**src/rtl/arc4_pkg.sv**
```systemverilog
// Shared types for the ARC4 controller: FSM states, S-port owner codes and
// the default watchdog limit.
package arc4_pkg;

   localparam int unsigned WDOG_CYCLES_DEFAULT = 4096;

   typedef enum logic [2:0] {
      IDLE,
      INIT_GO,
      INIT_WAIT,
      KSA_GO,
      KSA_WAIT,
      PRGA_GO,
      PRGA_WAIT
   } arc4_state_e;

   typedef enum logic [1:0] {
      NONE,
      INIT,
      KSA,
      PRGA
   } s_owner_e;

   // The owning sub-block follows directly from the phase the FSM is in.
   function automatic s_owner_e owner_of(input arc4_state_e st);
      s_owner_e own;
      own = NONE;
      case (st)
         INIT_GO, INIT_WAIT: own = INIT;
         KSA_GO, KSA_WAIT:   own = KSA;
         PRGA_GO, PRGA_WAIT: own = PRGA;
         default:            own = NONE;
      endcase
      return own;
   endfunction

   function automatic logic is_wait(input arc4_state_e st);
      return (st == INIT_WAIT) || (st == KSA_WAIT) || (st == PRGA_WAIT);
   endfunction

endpackage

```
**src/rtl/arc4_ctrl_if.sv**
```systemverilog
// Host handshake, sub-block handshakes and S-memory port of arc4_ctrl.
// slave = controller side, master = surrounding datapath / environment.
interface arc4_ctrl_if;

   logic        en;
   logic        rdy;
   logic [23:0] key;
   logic        err;
   logic [23:0] key_q;

   logic        init_en;
   logic        ksa_en;
   logic        prga_en;
   logic        init_rdy;
   logic        ksa_rdy;
   logic        prga_rdy;

   logic [7:0]  init_addr;
   logic [7:0]  init_wrdata;
   logic        init_wren;
   logic [7:0]  ksa_addr;
   logic [7:0]  ksa_wrdata;
   logic        ksa_wren;
   logic [7:0]  prga_addr;
   logic [7:0]  prga_wrdata;
   logic        prga_wren;

   logic [7:0]  s_addr;
   logic [7:0]  s_wrdata;
   logic        s_wren;

   modport slave (
      input  en, key,
      input  init_rdy, ksa_rdy, prga_rdy,
      input  init_addr, init_wrdata, init_wren,
      input  ksa_addr, ksa_wrdata, ksa_wren,
      input  prga_addr, prga_wrdata, prga_wren,
      output rdy, err, key_q,
      output init_en, ksa_en, prga_en,
      output s_addr, s_wrdata, s_wren
   );

   modport master (
      output en, key,
      output init_rdy, ksa_rdy, prga_rdy,
      output init_addr, init_wrdata, init_wren,
      output ksa_addr, ksa_wrdata, ksa_wren,
      output prga_addr, prga_wrdata, prga_wren,
      input  rdy, err, key_q,
      input  init_en, ksa_en, prga_en,
      input  s_addr, s_wrdata, s_wren
   );

endinterface

```
**src/rtl/arc4_smux.sv**
```systemverilog
// 3:1 S-memory port mux; purely combinational, selected by the current owner.
module arc4_smux
   import arc4_pkg::*;
(
   input  s_owner_e   owner,
   input  logic [7:0] init_addr,
   input  logic [7:0] init_wrdata,
   input  logic       init_wren,
   input  logic [7:0] ksa_addr,
   input  logic [7:0] ksa_wrdata,
   input  logic       ksa_wren,
   input  logic [7:0] prga_addr,
   input  logic [7:0] prga_wrdata,
   input  logic       prga_wren,
   output logic [7:0] s_addr,
   output logic [7:0] s_wrdata,
   output logic       s_wren
);

   always_comb begin
      s_addr   = '0;
      s_wrdata = '0;
      s_wren   = 1'b0;
      case (owner)
         INIT: begin
            s_addr   = init_addr;
            s_wrdata = init_wrdata;
            s_wren   = init_wren;
         end
         KSA: begin
            s_addr   = ksa_addr;
            s_wrdata = ksa_wrdata;
            s_wren   = ksa_wren;
         end
         PRGA: begin
            s_addr   = prga_addr;
            s_wrdata = prga_wrdata;
            s_wren   = prga_wren;
         end
         default: begin
            s_addr   = '0;
            s_wrdata = '0;
            s_wren   = 1'b0;
         end
      endcase
   end

endmodule

```
**src/rtl/arc4_ctrl.sv**
```systemverilog
// ARC4 top sequencer: runs init -> ksa -> prga over en/rdy and owns the S port.
// Define ARC4_WATCHDOG_EN to enable the per-phase WDOG_CYCLES abort and err flag.
module arc4_ctrl
   import arc4_pkg::*;
#(
   parameter int unsigned WDOG_CYCLES = WDOG_CYCLES_DEFAULT
) (
   input logic        clk,
   input logic        rst,
   arc4_ctrl_if.slave bus
);

   if (WDOG_CYCLES < 2 || WDOG_CYCLES > 65536) begin : g_wdog_range
      $error("arc4_ctrl: WDOG_CYCLES must be in 2..65536");
   end

   arc4_state_e state;
   arc4_state_e state_nxt;
   s_owner_e    owner;
   logic        accept;
   logic        phase_rdy;
   logic        wdog_expired;
   logic        init_en;
   logic        ksa_en;
   logic        prga_en;
   logic        err;
   logic [23:0] key_q;

   assign accept = (state == IDLE) && bus.en;
   assign owner  = owner_of(state);

   always_comb begin
      phase_rdy = 1'b0;
      case (owner)
         INIT:    phase_rdy = bus.init_rdy;
         KSA:     phase_rdy = bus.ksa_rdy;
         PRGA:    phase_rdy = bus.prga_rdy;
         default: phase_rdy = 1'b0;
      endcase
   end

   always_ff @(posedge clk or posedge rst) begin
      if (rst) begin
         state <= IDLE;
      end else begin
         state <= state_nxt;
      end
   end

   // GO states forward the sub-block's rdy as its en, so a busy sub-block
   // simply stalls the FSM in GO without ever seeing a start pulse.
   always_comb begin
      state_nxt = state;
      init_en   = 1'b0;
      ksa_en    = 1'b0;
      prga_en   = 1'b0;
      case (state)
         IDLE: begin
            if (bus.en) state_nxt = INIT_GO;
         end
         INIT_GO: begin
            init_en = bus.init_rdy;
            if (bus.init_rdy) state_nxt = INIT_WAIT;
         end
         INIT_WAIT: begin
            if (phase_rdy)         state_nxt = KSA_GO;
            else if (wdog_expired) state_nxt = IDLE;
         end
         KSA_GO: begin
            ksa_en = bus.ksa_rdy;
            if (bus.ksa_rdy) state_nxt = KSA_WAIT;
         end
         KSA_WAIT: begin
            if (phase_rdy)         state_nxt = PRGA_GO;
            else if (wdog_expired) state_nxt = IDLE;
         end
         PRGA_GO: begin
            prga_en = bus.prga_rdy;
            if (bus.prga_rdy) state_nxt = PRGA_WAIT;
         end
         PRGA_WAIT: begin
            if (phase_rdy || wdog_expired) state_nxt = IDLE;
         end
         default: begin
            state_nxt = IDLE;
         end
      endcase
   end

   always_ff @(posedge clk or posedge rst) begin
      if (rst) begin
         key_q <= '0;
      end else if (accept) begin
         key_q <= bus.key;
      end
   end

`ifdef ARC4_WATCHDOG_EN
   localparam logic [15:0] WDOG_LIMIT = 16'(WDOG_CYCLES - 1);

   logic [15:0] wdog_cnt;
   logic        in_wait;

   assign in_wait      = is_wait(state);
   assign wdog_expired = in_wait && (wdog_cnt == WDOG_LIMIT);

   always_ff @(posedge clk or posedge rst) begin
      if (rst) begin
         wdog_cnt <= '0;
      end else if (in_wait) begin
         wdog_cnt <= wdog_cnt + 16'd1;
      end else begin
         wdog_cnt <= '0;
      end
   end

   // A sub-block finishing on the limit cycle wins over the abort.
   always_ff @(posedge clk or posedge rst) begin
      if (rst) begin
         err <= 1'b0;
      end else if (accept) begin
         err <= 1'b0;
      end else if (wdog_expired && !phase_rdy) begin
         err <= 1'b1;
      end
   end
`else
   assign wdog_expired = 1'b0;
   assign err          = 1'b0;
`endif

   assign bus.rdy     = (state == IDLE);
   assign bus.err     = err;
   assign bus.key_q   = key_q;
   assign bus.init_en = init_en;
   assign bus.ksa_en  = ksa_en;
   assign bus.prga_en = prga_en;

   arc4_smux u_smux (
      .owner       (owner),
      .init_addr   (bus.init_addr),
      .init_wrdata (bus.init_wrdata),
      .init_wren   (bus.init_wren),
      .ksa_addr    (bus.ksa_addr),
      .ksa_wrdata  (bus.ksa_wrdata),
      .ksa_wren    (bus.ksa_wren),
      .prga_addr   (bus.prga_addr),
      .prga_wrdata (bus.prga_wrdata),
      .prga_wren   (bus.prga_wren),
      .s_addr      (bus.s_addr),
      .s_wrdata    (bus.s_wrdata),
      .s_wren      (bus.s_wren)
   );

endmodule

```
**src/flat_wrapper.sv**
```systemverilog
// flat-port wrapper written by rule: the top's interface ports become plain ports
module arc4_ctrl_flat import arc4_pkg::*;
#(
   parameter int unsigned WDOG_CYCLES = WDOG_CYCLES_DEFAULT
)
  (clk, rst, bus_en, bus_key, bus_init_rdy, bus_ksa_rdy, bus_prga_rdy, bus_init_addr, bus_init_wrdata, bus_init_wren, bus_ksa_addr, bus_ksa_wrdata, bus_ksa_wren, bus_prga_addr, bus_prga_wrdata, bus_prga_wren, bus_rdy, bus_err, bus_key_q, bus_init_en, bus_ksa_en, bus_prga_en, bus_s_addr, bus_s_wrdata, bus_s_wren);
  arc4_ctrl_if bus_i ();
  input logic clk;
  input logic rst;
  input wire logic [$bits(bus_i.en)-1:0] bus_en;
  input wire logic [$bits(bus_i.key)-1:0] bus_key;
  input wire logic [$bits(bus_i.init_rdy)-1:0] bus_init_rdy;
  input wire logic [$bits(bus_i.ksa_rdy)-1:0] bus_ksa_rdy;
  input wire logic [$bits(bus_i.prga_rdy)-1:0] bus_prga_rdy;
  input wire logic [$bits(bus_i.init_addr)-1:0] bus_init_addr;
  input wire logic [$bits(bus_i.init_wrdata)-1:0] bus_init_wrdata;
  input wire logic [$bits(bus_i.init_wren)-1:0] bus_init_wren;
  input wire logic [$bits(bus_i.ksa_addr)-1:0] bus_ksa_addr;
  input wire logic [$bits(bus_i.ksa_wrdata)-1:0] bus_ksa_wrdata;
  input wire logic [$bits(bus_i.ksa_wren)-1:0] bus_ksa_wren;
  input wire logic [$bits(bus_i.prga_addr)-1:0] bus_prga_addr;
  input wire logic [$bits(bus_i.prga_wrdata)-1:0] bus_prga_wrdata;
  input wire logic [$bits(bus_i.prga_wren)-1:0] bus_prga_wren;
  output wire logic [$bits(bus_i.rdy)-1:0] bus_rdy;
  output wire logic [$bits(bus_i.err)-1:0] bus_err;
  output wire logic [$bits(bus_i.key_q)-1:0] bus_key_q;
  output wire logic [$bits(bus_i.init_en)-1:0] bus_init_en;
  output wire logic [$bits(bus_i.ksa_en)-1:0] bus_ksa_en;
  output wire logic [$bits(bus_i.prga_en)-1:0] bus_prga_en;
  output wire logic [$bits(bus_i.s_addr)-1:0] bus_s_addr;
  output wire logic [$bits(bus_i.s_wrdata)-1:0] bus_s_wrdata;
  output wire logic [$bits(bus_i.s_wren)-1:0] bus_s_wren;
  assign bus_i.en = bus_en;
  assign bus_i.key = bus_key;
  assign bus_i.init_rdy = bus_init_rdy;
  assign bus_i.ksa_rdy = bus_ksa_rdy;
  assign bus_i.prga_rdy = bus_prga_rdy;
  assign bus_i.init_addr = bus_init_addr;
  assign bus_i.init_wrdata = bus_init_wrdata;
  assign bus_i.init_wren = bus_init_wren;
  assign bus_i.ksa_addr = bus_ksa_addr;
  assign bus_i.ksa_wrdata = bus_ksa_wrdata;
  assign bus_i.ksa_wren = bus_ksa_wren;
  assign bus_i.prga_addr = bus_prga_addr;
  assign bus_i.prga_wrdata = bus_prga_wrdata;
  assign bus_i.prga_wren = bus_prga_wren;
  assign bus_rdy = bus_i.rdy;
  assign bus_err = bus_i.err;
  assign bus_key_q = bus_i.key_q;
  assign bus_init_en = bus_i.init_en;
  assign bus_ksa_en = bus_i.ksa_en;
  assign bus_prga_en = bus_i.prga_en;
  assign bus_s_addr = bus_i.s_addr;
  assign bus_s_wrdata = bus_i.s_wrdata;
  assign bus_s_wren = bus_i.s_wren;
  arc4_ctrl #(.WDOG_CYCLES(WDOG_CYCLES)) u_core (.clk(clk), .rst(rst), .bus(bus_i));
endmodule
```
**config.mk**
```make
export PLATFORM = sky130hd
export DESIGN_NAME = arc4_ctrl_flat
export DESIGN_NICKNAME = d
export VERILOG_FILES = /design/src/rtl/arc4_pkg.sv /design/src/rtl/arc4_ctrl_if.sv /design/src/rtl/arc4_smux.sv /design/src/rtl/arc4_ctrl.sv /design/src/flat_wrapper.sv
export SDC_FILE = /design/constraint.sdc
export NUM_CORES = 1
export LEC_CHECK = 0
export ABC_AREA = 1
export CAP_MARGIN = 30
export CORE_ASPECT_RATIO = 0.5
export CORE_MARGIN = 2
export CORE_UTILIZATION = 60
export CTS_CLUSTER_SIZE = 25
export DETAILED_ROUTE_END_ITERATION = 7
export DONT_BUFFER_PORTS = 1
export PLACE_DENSITY = 0.83
export RECOVER_POWER = 100
export SLEW_MARGIN = 15
export SYNTH_ARGS = -nofsm -noshare
export SYNTH_HDL_FRONTEND = slang
export SYNTH_SLANG_ARGS = --single-unit
export TNS_END_PERCENT = 100
```
**constraint.sdc**
```tcl
create_clock -name clk -period 2 [get_ports clk]
set_input_delay 0.3 -clock clk [delete_from_list [all_inputs] [get_ports clk]]
set_output_delay 0.3 -clock clk [all_outputs]
set_load 0.01 [all_outputs]
```
# Word-level counts from Yosys, hierarchy flattened
# Cells that the tools add are included.
# op_classes
n_mul,0
n_reduce_logical,6
n_mux,16
eq_ne,16
div,0
shift,0
bitwise,0
magnitude_cmp,0
add_sub_neg,0
# ops
op,n
$pmux W8 S3,2
$mux W3,7
$pmux W3 S7,1
$eq A3 B3 Y1 const B,3
$ne A2 B2 Y1 const B,4
$reduce_and A7 Y1,1
$eq A3 B2 Y1 const B,2
$ne A2 B1 Y1 const B,3
$pmux W1 S3,2
$pmux W2 S3,1
$reduce_or A2 Y1,3
$eq A2 B2 Y1 const B,2
$eq A3 B1 Y1 const B,1
$logic_not A3 Y1,1
$mux W1,3
$eq A2 B1 Y1 const B,1
$logic_and A1 B1 Y1,1
# word_totals
latch_bits,0
reg_bits,27
ramBits,0
romBits,0
in_bits,81
output_inout_bits,46
n_memories,0

# Depth between registers and ports, before layout
# depth
depth_word,7
mapped_depth,8
mapped_depth_nobuf,7

# Hierarchy
# Synthesis repeated with hierarchy kept, for this count alone.
# unflattened
cells_unflattened,230
area_unflattened_um2,1891.8
# modules_own_cells
module,instances,cells_per_inst,seq_area_each_um2,area_per_inst_um2
arc4_ctrl,1,150,675.6,1261.2
arc4_smux,1,80,0.0,630.6

# Worst setup path before layout
# OpenSTA, ideal clock, no wires.
# synth_timing
kind,register to output
startpoint,reg u_core.state[1]
endpoint,out bus_s_addr[1]
n_path_buf,2
required_ns,1.700
setup_slack_ns,0.579
arrival_time_ns,1.121
stages_incl_launch_ff,8
cell_sequence,dfrtp_1 > buf_6 > nor2_1 > nand2_1 > nand2_4 > buf_6 > nand2_1 > nand3_1
# synth_via
elab_chain_len,5
elab_cells_between_ends,14
classes_between,eq/ne: 9; mux: 2; reduce/logical: 3
# synth_lines
item,line,text
"start, declared",arc4_ctrl.sv:17,arc4_state_e state;
"start signal, assigned",arc4_ctrl.sv:46,state <= state_nxt;
"$eq A3 B3 Y1, or another cell as far along",arc4_pkg.sv:28,case (st)
$reduce_or A2 Y1,arc4_pkg.sv:28,
$pmux W2 S3 (*),arc4_pkg.sv:28,
$eq A2 B2 Y1 / $eq A2 B1 Y1 (equally long branches),arc4_smux.sv:24,case (owner)
$pmux W8 S3 (*),arc4_smux.sv:24,
"end, declared",flat_wrapper.sv:30,output wire logic [$bits(bus_i.s_addr)-1:0] bus_s_addr;
# Every way passes the cells marked *; elsewhere a longest branch is shown, timed or not.

# Worst setup path after layout
# Ends and elaborated chain as after synthesis.

==> run summary <==
H-tree levels - 1
post-route antenna net violation count - 0
routing usage on met2 - 41.67%
worst-margin pin slew - 0.7383 ns
r2r startpoint - u_core.state[1]
die width - 78.54 um
GP Congestion - 0.8934
GRT overflow - 0
Avg WL per Cell - 14.03 um
CTS buffer count - 3
Worst Setup SP - u_core.state[1]
Core Rows - 13
First-pass DRT Iterations - 5
Worst Setup End Kind - output port
Initial Util - 63.64%
gr usage total - 21.98%
sequential-to-total area share from yosys stat - 40.54%
register area - 675.6 um^2
Syn-to-layout area delta - -0.5255%
critical path class - flip-flop to output port
layout cell share with drive strength beyond 1 - 10.53%
DP Wirelength - 2.856 mm
fillcell total - 241
CP delay by family, top - simple AND/OR/NAND/NOR gates
Final Hold Violating Endpoints - 0
Detailed Route WL - 3.718 mm
CTS tree - built
full die area - 3241 um^2
synthesized cell area - 1667 um^2
critical path peak fanout - 17
leading area contributor after synthesis - dfrtp_1
critical path cell sequence - nor2_4 -> nand2_2 -> nand2_4 -> nand2_1 -> nand3_1
ys flop type - dfrtp_1
die height - 41.27 um
Vias/cell - 5.592
Worst-path clk slew - 0.09 ns
GRT met3 Usage - 6.388%
DRC violations left - 0
initial antenna violation count - 0
share of synthesized registers carrying an async set or reset - 100.0%
beginning of the worst hold path - bus_key[7]
Max Root-Sink Buffers - 2
Hold Crit Endpoint - u_core.bus.key_q[7]
CP required - 1.70 ns
busiest grt layer - met2
met1 Use GR - 26.42%
Synth top area share - 40.54%
vias in the first global route - 1234
pwr/cell area - 1673 nW/um^2
IO Port Bufs - 0
Synthesized Nets - 315
Tmin final - 1.840 ns
worst rel slew slack - 50.66%
post-synthesis register bit count - 27
synthesized area per cell - 7.122 um^2
Worst-Skew Late Latency - 0.27 ns
postcts setup bufs - 0
fmax - 543.6 MHz
Yosys cell types - 19
RSZ-0062 raised after global routing - no
# IOs - 127
outcome - finished clean
Multi-input gate area - 833.3 um^2
maximum VDD drop - 0.9683 mV
DP Cell Count - 260
Final #Nets - 310
clock skew - 0.005199 ns
Core ar. - 2619 um^2
Max-Cap Viols - 0
Final Slew Violations - 0
pin count of the biggest net entering global routing - 28
Post-synth EDFFs - 0
first-pass GRT wire length - 5.388 mm
synth top area cells - dfrtp_1, nand2_1, nand3_1
Worst EP arrival - 1.54 ns
DRT iter0 DRCs - 97
Final setup viols - 0
Non-Filler Instances - 265
critical path's slowest cell - dfrtp_1
hold depth - 2
top cells by count, synth - nand2_1, nand3_1, dfrtp_1, nand2_2, nor2_1
fin crit share - 91.98%
clk sinks - 27
count leader, synth - nand2_1
vias post-DR - 1482
Total Neg Setup Slack - 0 ns
Ys Warns - 0
Cells after Synth - 234
Hold WC Path Type - primary input to flip-flop
ant diodes - 0
LEAKAGE - 0.8862 nW
buffer and inverter count on the worst path - 0
Root Buffer - clkbuf_8
R2R setup slack - 0.21 ns
Critical Path Max Stage Delay - 0.50 ns
Reg2Reg Capture Point - u_core.bus.key_q[1]
Setup crit start kind - flip-flop
R2R depth - 6
==> metrics by stage <==
stage               utilization [%]  area (um^2)  hold WS [ns]  power [mW]  setup slack, ns
floorplan                         -         1667        0.3527       2.396           0.5793
global placement              61.78         1618        0.2689       2.465           0.4435
detailed placement            61.78         1618        0.2712       2.517           0.4131
CTS                           64.02         1677        0.1500       2.829           0.1056
global route                  63.31         1658        0.1554       3.058          0.01728
finish                        63.31         1658        0.1576       2.773           0.1605
==> kinds of logic (layout without fill, tap and decap cells) <==
logic type	Yosys count	count (layout)	synth area share [%]
AO/OA/AOI/OAI	2	2	0.6006
flip-flops	27	27	40.54
buffers and inverters	22	16	8.634
AND/OR/NAND/NOR	182	182	50.00
other	1	1	0.2250
==> state kept, by name (all words and copies together) (netlist names) <==
name / cells
u_core.state: 3
u_core.bus.key_q: 24
==> timing repair <==
item                                    4_1_cts  5_1_grt
resized for setup                             0        1
hold buffers                                  1        0
endpoints found under the setup margin        0       10
endpoints found under the hold margin        27        0
==> layout by cell type, fill, tap and decap left out, drive strengths merged <==
cell type    Yosys  final
dfrtp           27     27
nand4            3      3
buf             13      1
nand2          121    121
nand3b           1      1
o21ai            2      2
clkinvlp         0      1
inv              9      9
clkbuf           0      4
dlygate4sd3      0      1
nor2            11     11
conb             1      1
nand3           46     46
==> final cells by class <==
type,count,share of cell area [%]
multi-input combinational,185,50.26
sequential,27,40.75
tap,37,2.792
clock buffer,3,2.491
inverter,9,2.038
timing repair buffer,3,1.208
clock inverter,1,0.4528
==> worst max path at each step <==
stage / endpoint / slack, ns / cells past startpoint
after detailed placement: bus_s_addr[1] / 0.41 / 4
after global routing: u_core.bus.key_q[5] / 0.02 / 6
final: bus_s_addr[1] / 0.16 / 5
after floorplan: bus_s_addr[1] / 0.58 / 7
after CTS: bus_s_addr[1] / 0.11 / 4
after global placement: bus_s_wrdata[6] / 0.44 / 5
==> power by group <==
part           internal (mW)  leakage, nW  switching [mW]  total [mW]
clock network          0.141       0.0217           0.167       0.308
logic                  0.392        0.527           0.954        1.35
registers              0.800        0.338           0.319        1.12
total                   1.33        0.886            1.44        2.77
==> layer usage <==
metal / part of all wire (%) / wire length, um
met1: 42 / 1566
met2: 49 / 1835
met3: 7.9 / 295
met4: 0.54 / 20
met5: 0 / 0
No activity file was read; power rests on OpenSTA's default activity.
